==> src/rtl/wakeup_scheduler.sv <==
// Purpose: shares one delay-wakeup shift-register timer among NUM_REQ requesters (round-robin, clamp, watchdog).
// Latency: gnt 1 cycle after req is sampled, tmr_load 1 cycle later, wake 1 cycle after tmr_valid (or watchdog expiry).
// Backpressure: one request is served at a time; req is sampled only in IDLE, so other requesters hold until granted.
module wakeup_scheduler #(
   parameter int NUM_REQ    = 4,
   parameter int DLAY_LEN   = 8,
   parameter int CNT_W      = 4,
   parameter int WDOG_SLACK = 2
) (
   input  logic                        clk,
   input  logic                        rst,
   input  logic [NUM_REQ-1:0]          req,
   input  logic [NUM_REQ*CNT_W-1:0]    req_dly,
   output logic [NUM_REQ-1:0]          gnt,
   output logic [NUM_REQ-1:0]          wake,
   output logic                        wake_err,
   output logic                        sat_err,
   output logic                        busy,
   output logic [$clog2(NUM_REQ)-1:0]  cur_id,
   output logic                        tmr_load,
   output logic [DLAY_LEN-1:0]         tmr_wdy,
   input  logic                        tmr_valid
);

   localparam int ID_W   = $clog2(NUM_REQ);
   localparam int WD_LIM = DLAY_LEN + WDOG_SLACK;
   localparam int WD_W   = $clog2(WD_LIM + 1);
   localparam logic [CNT_W-1:0] DLY_MAX = CNT_W'(DLAY_LEN);

   // GRANT is the cycle gnt is visible; LOAD is the cycle tmr_load is visible.
   typedef enum logic [2:0] {
      S_IDLE,
      S_GRANT,
      S_LOAD,
      S_WAIT,
      S_DONE
   } state_t;

   state_t            state;
   logic [ID_W-1:0]   last_gnt;
   logic [CNT_W-1:0]  dly_q;
   logic [WD_W-1:0]   wdog;

   logic              win_vld;
   logic [ID_W-1:0]   win_id;
   logic [CNT_W-1:0]  win_dly;

   // Round-robin pick: first set req bit searching upward from last_gnt+1.
   always_comb begin
      win_vld = 1'b0;
      win_id  = '0;
      for (int k = 1; k <= NUM_REQ; k++) begin
         if (!win_vld && req[(int'(last_gnt) + k) % NUM_REQ]) begin
            win_vld = 1'b1;
            win_id  = ID_W'((int'(last_gnt) + k) % NUM_REQ);
         end
      end
      win_dly = req_dly[int'(win_id)*CNT_W +: CNT_W];
   end

   // Control FSM; every output is a register written on the transition into the cycle it marks.
   always_ff @(posedge clk or posedge rst) begin
      if (rst) begin
         state    <= S_IDLE;
         last_gnt <= ID_W'(NUM_REQ - 1);
         dly_q    <= '0;
         wdog     <= '0;
         gnt      <= '0;
         wake     <= '0;
         wake_err <= 1'b0;
         sat_err  <= 1'b0;
         busy     <= 1'b0;
         cur_id   <= '0;
         tmr_load <= 1'b0;
         tmr_wdy  <= '0;
      end else begin
         gnt      <= '0;
         wake     <= '0;
         wake_err <= 1'b0;
         sat_err  <= 1'b0;
         tmr_load <= 1'b0;
         tmr_wdy  <= '0;
         case (state)
            S_IDLE: begin
               if (win_vld) begin
                  state  <= S_GRANT;
                  cur_id <= win_id;
                  gnt    <= NUM_REQ'(1) << win_id;
                  busy   <= 1'b1;
                  // Delays beyond the shift-register length are clamped and flagged.
                  if (win_dly > DLY_MAX) begin
                     dly_q   <= DLY_MAX;
                     sat_err <= 1'b1;
                  end else begin
                     dly_q   <= win_dly;
                  end
               end
            end
            S_GRANT: begin
               if (dly_q == '0) begin
                  // Zero delay never touches the timer.
                  state <= S_DONE;
                  wake  <= NUM_REQ'(1) << cur_id;
               end else begin
                  state    <= S_LOAD;
                  tmr_load <= 1'b1;
                  tmr_wdy  <= DLAY_LEN'(1) << (dly_q - 1'b1);
               end
            end
            S_LOAD: begin
               state <= S_WAIT;
               wdog  <= '0;
            end
            S_WAIT: begin
               // tmr_valid takes priority over a coincident watchdog expiry.
               if (tmr_valid) begin
                  state <= S_DONE;
                  wake  <= NUM_REQ'(1) << cur_id;
               end else if (wdog == WD_W'(WD_LIM - 1)) begin
                  state    <= S_DONE;
                  wake     <= NUM_REQ'(1) << cur_id;
                  wake_err <= 1'b1;
               end else begin
                  wdog <= wdog + 1'b1;
               end
            end
            S_DONE: begin
               state    <= S_IDLE;
               busy     <= 1'b0;
               last_gnt <= cur_id;
            end
            default: begin
               state <= S_IDLE;
               busy  <= 1'b0;
            end
         endcase
      end
   end

endmodule

==> config.mk <==
export PLATFORM = sky130hd
export DESIGN_NAME = wakeup_scheduler
export DESIGN_NICKNAME = d
export VERILOG_FILES = /design/src/rtl/wakeup_scheduler.sv
export SDC_FILE = /design/constraint.sdc
export NUM_CORES = 1
export LEC_CHECK = 0
export BUFFER_PORTS_ARGS = -buffer_cell sky130_fd_sc_hd__buf_2
export CAP_MARGIN = 25
export CORE_MARGIN = 4
export CORE_UTILIZATION = 35
export DETAILED_ROUTE_END_ITERATION = 16
export PLACE_DENSITY = 0.59
export SYNTH_ARGS = -nofsm -noshare
export SYNTH_HDL_FRONTEND = slang
export SYNTH_SLANG_ARGS = --single-unit
==> constraint.sdc <==
create_clock -name clk -period 3.3 [get_ports clk]
set_input_delay 0.165 -clock clk [delete_from_list [all_inputs] [get_ports clk]]
set_output_delay 0.165 -clock clk [all_outputs]
set_load 0.005 [all_outputs]
# --- Word-level counts from Yosys, hierarchy flattened ---
# Cells that the tools add are included.
word_totals:
  ff_bits: 35
  inputBits: 23
classes:
  addsub: 6
  magnitude_cmp: 5
  eq_ne: 9
  shift: 4
  muxes: 47
  bitwise: 5
  reduce_logical: 18
ops:
  columns: ["operator", "count"]
  rows:
  - ["4-bit 2-to-1 mux", 8]
  - ["1-bit 2-to-1 mux", 21]
  - ["3-bit by 4-bit less-than comparator with 1-bit output (second input constant)", 4]
  - ["8-bit 2-to-1 mux", 2]
  - ["4-bit case mux with 2 select lines", 2]
  - ["16-bit by 5-bit indexed part select with 4-bit output", 1]
  - ["3-bit 2-to-1 mux", 4]
  - ["3-bit case mux with 4 select lines", 1]
  - ["1-bit binary-select mux with 2-bit select", 4]
  - ["2-bit 2-to-1 mux", 4]
  - ["2-bit OR reduction", 4]
  - ["1-bit by 2-bit left shift with 4-bit output (first input constant)", 2]
  - ["1-bit by 4-bit left shift with 8-bit output (first input constant)", 1]
  - ["3-bit by 2-bit == test with 1-bit output (second input constant)", 2]
  - ["2-bit inequality test (second input constant)", 3]
  - ["2-bit AND reduction", 3]
  - ["2-bit by 1-bit adder with 2-bit output (second input constant)", 2]
  - ["2-bit adder (second input constant)", 2]
  - ["4-bit by 1-bit adder with 4-bit output (second input constant)", 1]
  - ["1-bit AND (first input constant)", 4]
  - ["4-bit == test (second input constant)", 1]
  - ["4-bit > comparator (second input constant)", 1]
  - ["4-bit logical NOT", 1]
  - ["4-bit by 1-bit subtractor with 4-bit output (second input constant)", 1]
  - ["other kinds (11)", 15]

# --- Longest topological paths before layout ---
depth:
  ltp_word: 21
  depth_mapped: 7

# --- Worst setup path after synthesis ---
# No wires, ideal clock.
synth_timing:
  path_type: "register -> register"
  start: "reg last_gnt[0]"
  end: "reg sat_err"
  setup_ps: 96
  arrival_time_ps: 1902
  path_slack_ps: 1302
  path_stages_with_launch: 6
  path_buffers: 0
  period_less_slack_ps: 1998
  cell_sequence: "dfstp_2 nand2b_1 o21ai_0 a221oi_2 mux2_2 a311oi_2"
synth_between:
  elab_chain_cells: 19
  elab_cells_between_ends: 35
  classes_between: "add/sub: 4; order compare: 1; shift: 1; mux: 23; reduce/logical: 6"
synth_rtl:
  columns: ["item", "line_no", "rtl"]
  rows:
  - ["from (decl)", "40", "logic [ID_W-1:0] last_gnt;"]
  - ["from (signal assigned)", "65", "last_gnt <= ID_W'(NUM_REQ - 1);"]
  - ["from (signal assigned)", "130", "last_gnt <= cur_id;"]
  - ["2-bit by 1-bit adder with 2-bit output", "53, 55", null]
  - ["1-bit binary-select mux with 2-bit select", "53", "if (!win_vld && req[(int'(last_gnt) + k) % NUM_REQ]) begin"]
  - ["1-bit 2-to-1 mux (implied by the code) (2 in series)", "53", null]
  - ["1-bit 2-to-1 mux", "53", null]
  - ["1-bit logical NOT", "53", null]
  - ["1-bit logical AND", "53", null]
  - ["1-bit 2-to-1 mux", "53", null]
  - ["1-bit logical NOT", "53", null]
  - ["(+2 left out)", null, null]
  - ["1-bit logical NOT", "53", null]
  - ["1-bit logical AND", "53", null]
  - ["2-bit 2-to-1 mux", "53", null]
  - ["16-bit by 5-bit indexed part select with 4-bit output", "58", "win_dly = req_dly[int'(win_id)*CNT_W +: CNT_W];"]
  - ["4-bit > comparator", "91", "if (win_dly > DLY_MAX) begin"]
  - ["1-bit 2-to-1 mux", "91", null]
  - ["1-bit 2-to-1 mux (*)", "85", "if (win_vld) begin"]
  - ["1-bit 2-to-1 mux (*)", "83", "case (state)"]
  - ["to (signal assigned)", "71", "sat_err <= 1'b0;"]
  - ["to (signal assigned)", "80", "sat_err <= 1'b0;"]
  - ["to (signal assigned)", "93", "sat_err <= 1'b1;"]
  - ["to (decl)", "17", "output logic sat_err,"]
# Every way passes the cells marked *; elsewhere a longest branch is shown, timed or not. The select of a mux whose other input is x is not followed.
# A chain may end at the register's enable or synchronous reset.

# --- Final worst setup path ---
# Same ends and word-level chain as after synthesis.

==> summary.txt <==
Status
  • Status: finished, final reports clean

Timing
  • Slew Viols, Final: 0
  • Hold_ws: 0.08981 ns
  • RSZ-0062 raised after global routing: no
  • Post-route setup TNS: 0 ns
  • Max_slew headroom: 60.87%
  • Minimum clock period: 2.203 ns
  • Worst Slack Setup Final: 1.097 ns
  • Fmax: 0.4540 GHz
  • Final setup fails: 0
  • Clk_skew: 0.006097 ns
  • Hold Fails Final Rpt: 0
  • Worst Tran Pin Value: 0.5869 ns
  • Final worst path period share: 66.75%

CTS
  • CTS buffer count: 5
  • H-tree levels: 2
  • Clk root buf: clkbuf_8
  • TritonCTS clock tree: built
  • Clock Path Buffers: 2
  • Clk slew on worst S/H paths: 0.07 ns
  • CTS Sinks: 35
  • Post-CTS Resized: 0
  • Clk_lat worst skew: 0.28 ns

Floorplan
  • Rows: 24
  • DIE WIDTH: 76.15 um
  • Core area: 4414 sq um
  • Initial Utilization: 36.82%
  • Die H: 76.15 um
  • Die area: 5798 sq um
  • Ports: 45

Critical path
  • R2R Path End: sat_err$_DFF_PP0_
  • Setup Crit Path Kind: flop to flop
  • Worst Setup End Kind: flop
  • Worst r2r src: last_gnt[0]$_DFFE_PP1N_
  • Req. time, crit path: 3.48 ns
  • Depth of the worst register-to-register path: 5
  • CP arrival: 2.38 ns
  • R2R setup slack: 1.10 ns
  • Startpoint Class: flop
  • Worst-path fanout max: 7

Hold path
  • WHS Endpoint: wake_err$_DFF_PP0_
  • Hold Crit Depth: 2
  • Hold Crit Start: tmr_valid
  • HP Class: primary input to flop

Routing
  • TritonRoute pass-1 iters: 4
  • Number of routed nets with antenna violations: 0
  • Final Routed Wirelength: 3231 um
  • Drt drc: 0
  • Routed WL per cell: 12.82 um
  • Via density: 4.849
  • Vias: 1,222
  • Iter 0 DRT Violations: 52

Power
  • Switching Fraction: 36.89%
  • Pwr dens: 796.5 nW/um^2
  • P_sw: 0.5868 mW
  • Fraction of power consumed by the clock network: 18.3%
  • Peak VDD IR: 276.1 uV
  • Total power: 1.590 mW
  • Logic gate share of total power: 37.3%
  • Reg power frac: 44.4%
  • P_leak: 1.012 nW
  • Internal power: 1.004 mW

Global routing
  • First-pass GRT wire length: 5713 um
  • Vias in the first global route: 1,251
  • Gr usage total: 11.92%
  • Overflow after GRT: 0
  • Initial antenna violation count: 0
  • Largest net degree at the start of global routing: 36

Placement
  • DP HPWL: 2457 um
  • Port bufs: 44
  • Placer Congestion: 0.7529
  • Dpl ws: 1.098 ns
  • Placed Instances: 243
  • Placement Cell Area: 1906 sq um

Logic synthesis
  • Cells after synthesis: 148
  • Yosys warns: 0
  • Synth Register Bits: 35
  • Synth unique cells: 36
  • Largest cells by area after synthesis: dfrtp_1 (51%), mux2i_1 (6.2%), mux2_2 (4.8%)
  • Ys flop type: dfrtp_1
  • Average size of a mapped cell: 10.98 sq um
  • Share of the synthesized area in the top cell type: 50.81%
  • Seq/Total Area, Yosys: 54.04%
  • Post-synth EDFFs: 0
  • Synthesized area: 1625 sq um
  • Async S/R FF share, synth: 100.0%
  • Area leader, netlist: dfrtp_1
  • Synthesized Nets: 173

Cells and area
  • Inserted Diodes: 0
  • Non-filler cells, final: 252
  • Most frequent cells in the layout: buf_2 (44), dfrtp_1 (33), nor2_1 (20)
  • Final Cell Area: 1997 sq um
  • Layout Nets: 224
  • Core Util, Final: 45.24%
  • Commonest non-fill, non-tap cell in the layout: buf_2
  • Area growth syn-to-layout: 22.86%
  • Fraction of layout cells with a size suffix above 1: 35.00%

Job
  • Max-cap violation count: 0
## cell type report
type,count,area (sq um)
clock buffer,7,76.32
clock inverter,1,5.005
fill,426,2417
inverter,4,15.01
multi-input combinational,106,711.9
sequential,35,878.3
tap,52,65.06
timing repair buffer,47,245.2
## sequential cells by signal (all words and copies together), names as in the netlist
| name | count |
|---|---|
| tmr_wdy | 8 |
| sat_err | 1 |
| state | 3 |
| busy | 1 |
| dly_q | 4 |
| wake_err | 1 |
| wake | 4 |
| last_gnt | 2 |
| tmr_load | 1 |
| wdog | 4 |
| gnt | 4 |
| cur_id | 2 |
## Yosys cell counts (all sizes together) (2+ instances only)
cell type	count
dfrtp	33
nor2	20
nand2	15
mux2i	10
mux2	7
nor3	7
nand2b	6
o21ai	6
a21oi	5
inv	4
o31ai	4
or2	3
a311oi	2
buf	2
dfstp	2
ha	2
nand3b	2
nor3b	2
or2b	2
## cell families after synthesis
| family | after synthesis | share of synthesized area, % |
|---|---|---|
| AOI/OAI and AO/OA | 21 | 10.08 |
| buffers and inverters | 7 | 2.155 |
| adders and majority gates | 2 | 1.539 |
| DFF | 35 | 54.04 |
| and+or+nand+nor | 66 | 21.17 |
| muxes | 17 | 11.01 |
## worst max-delay path: stages (launching register included)
cell and delay, ns:
dfstp_2 0.57, nand2b_1 0.15, o21ai_0 0.14, a221oi_2 0.56, mux2_2 0.43, a311oi_2 0.26
## power by group through the flow
| stage | combinational [mW] | sequential (mW) | clock, mW |
|---|---|---|---|
| after floorplan | 0.448 | 0.690 | 0 |
| after global placement | 0.590 | 0.706 | 0 |
| after detailed placement | 0.604 | 0.713 | 0 |
| after CTS | 0.608 | 0.707 | 0.302 |
| after global routing | 0.673 | 0.730 | 0.321 |
| final | 0.593 | 0.706 | 0.291 |
## metal layers
metal	share of wire [%]	GRT usage, %	up-vias
li1	-	-	620
met1	47	15.24	557
met2	44	18.49	39
met3	7.5	4.728	6
met4	1.5	3.671	0
met5	0	0	-
## what timing repair did
action | in CTS | in global routing
endpoints found under the hold margin | 33 | 0
setup buffers | 0 | 0
hold buffers | 1 | 0
## worst max-delay path by stage
stage	startpoint	to	slack (ns)
after floorplan	last_gnt[0]$_DFFE_PP1N_	sat_err$_DFF_PP0_	1.30
after global placement	last_gnt[0]$_DFFE_PP1N_	sat_err$_DFF_PP0_	1.21
after detailed placement	last_gnt[0]$_DFFE_PP1N_	sat_err$_DFF_PP0_	1.10
after CTS	last_gnt[0]$_DFFE_PP1N_	sat_err$_DFF_PP0_	1.07
after global routing	last_gnt[0]$_DFFE_PP1N_	sat_err$_DFF_PP0_	0.99
final	last_gnt[0]$_DFFE_PP1N_	sat_err$_DFF_PP0_	1.10
Note: power is estimated with default switching activity, not from simulation.
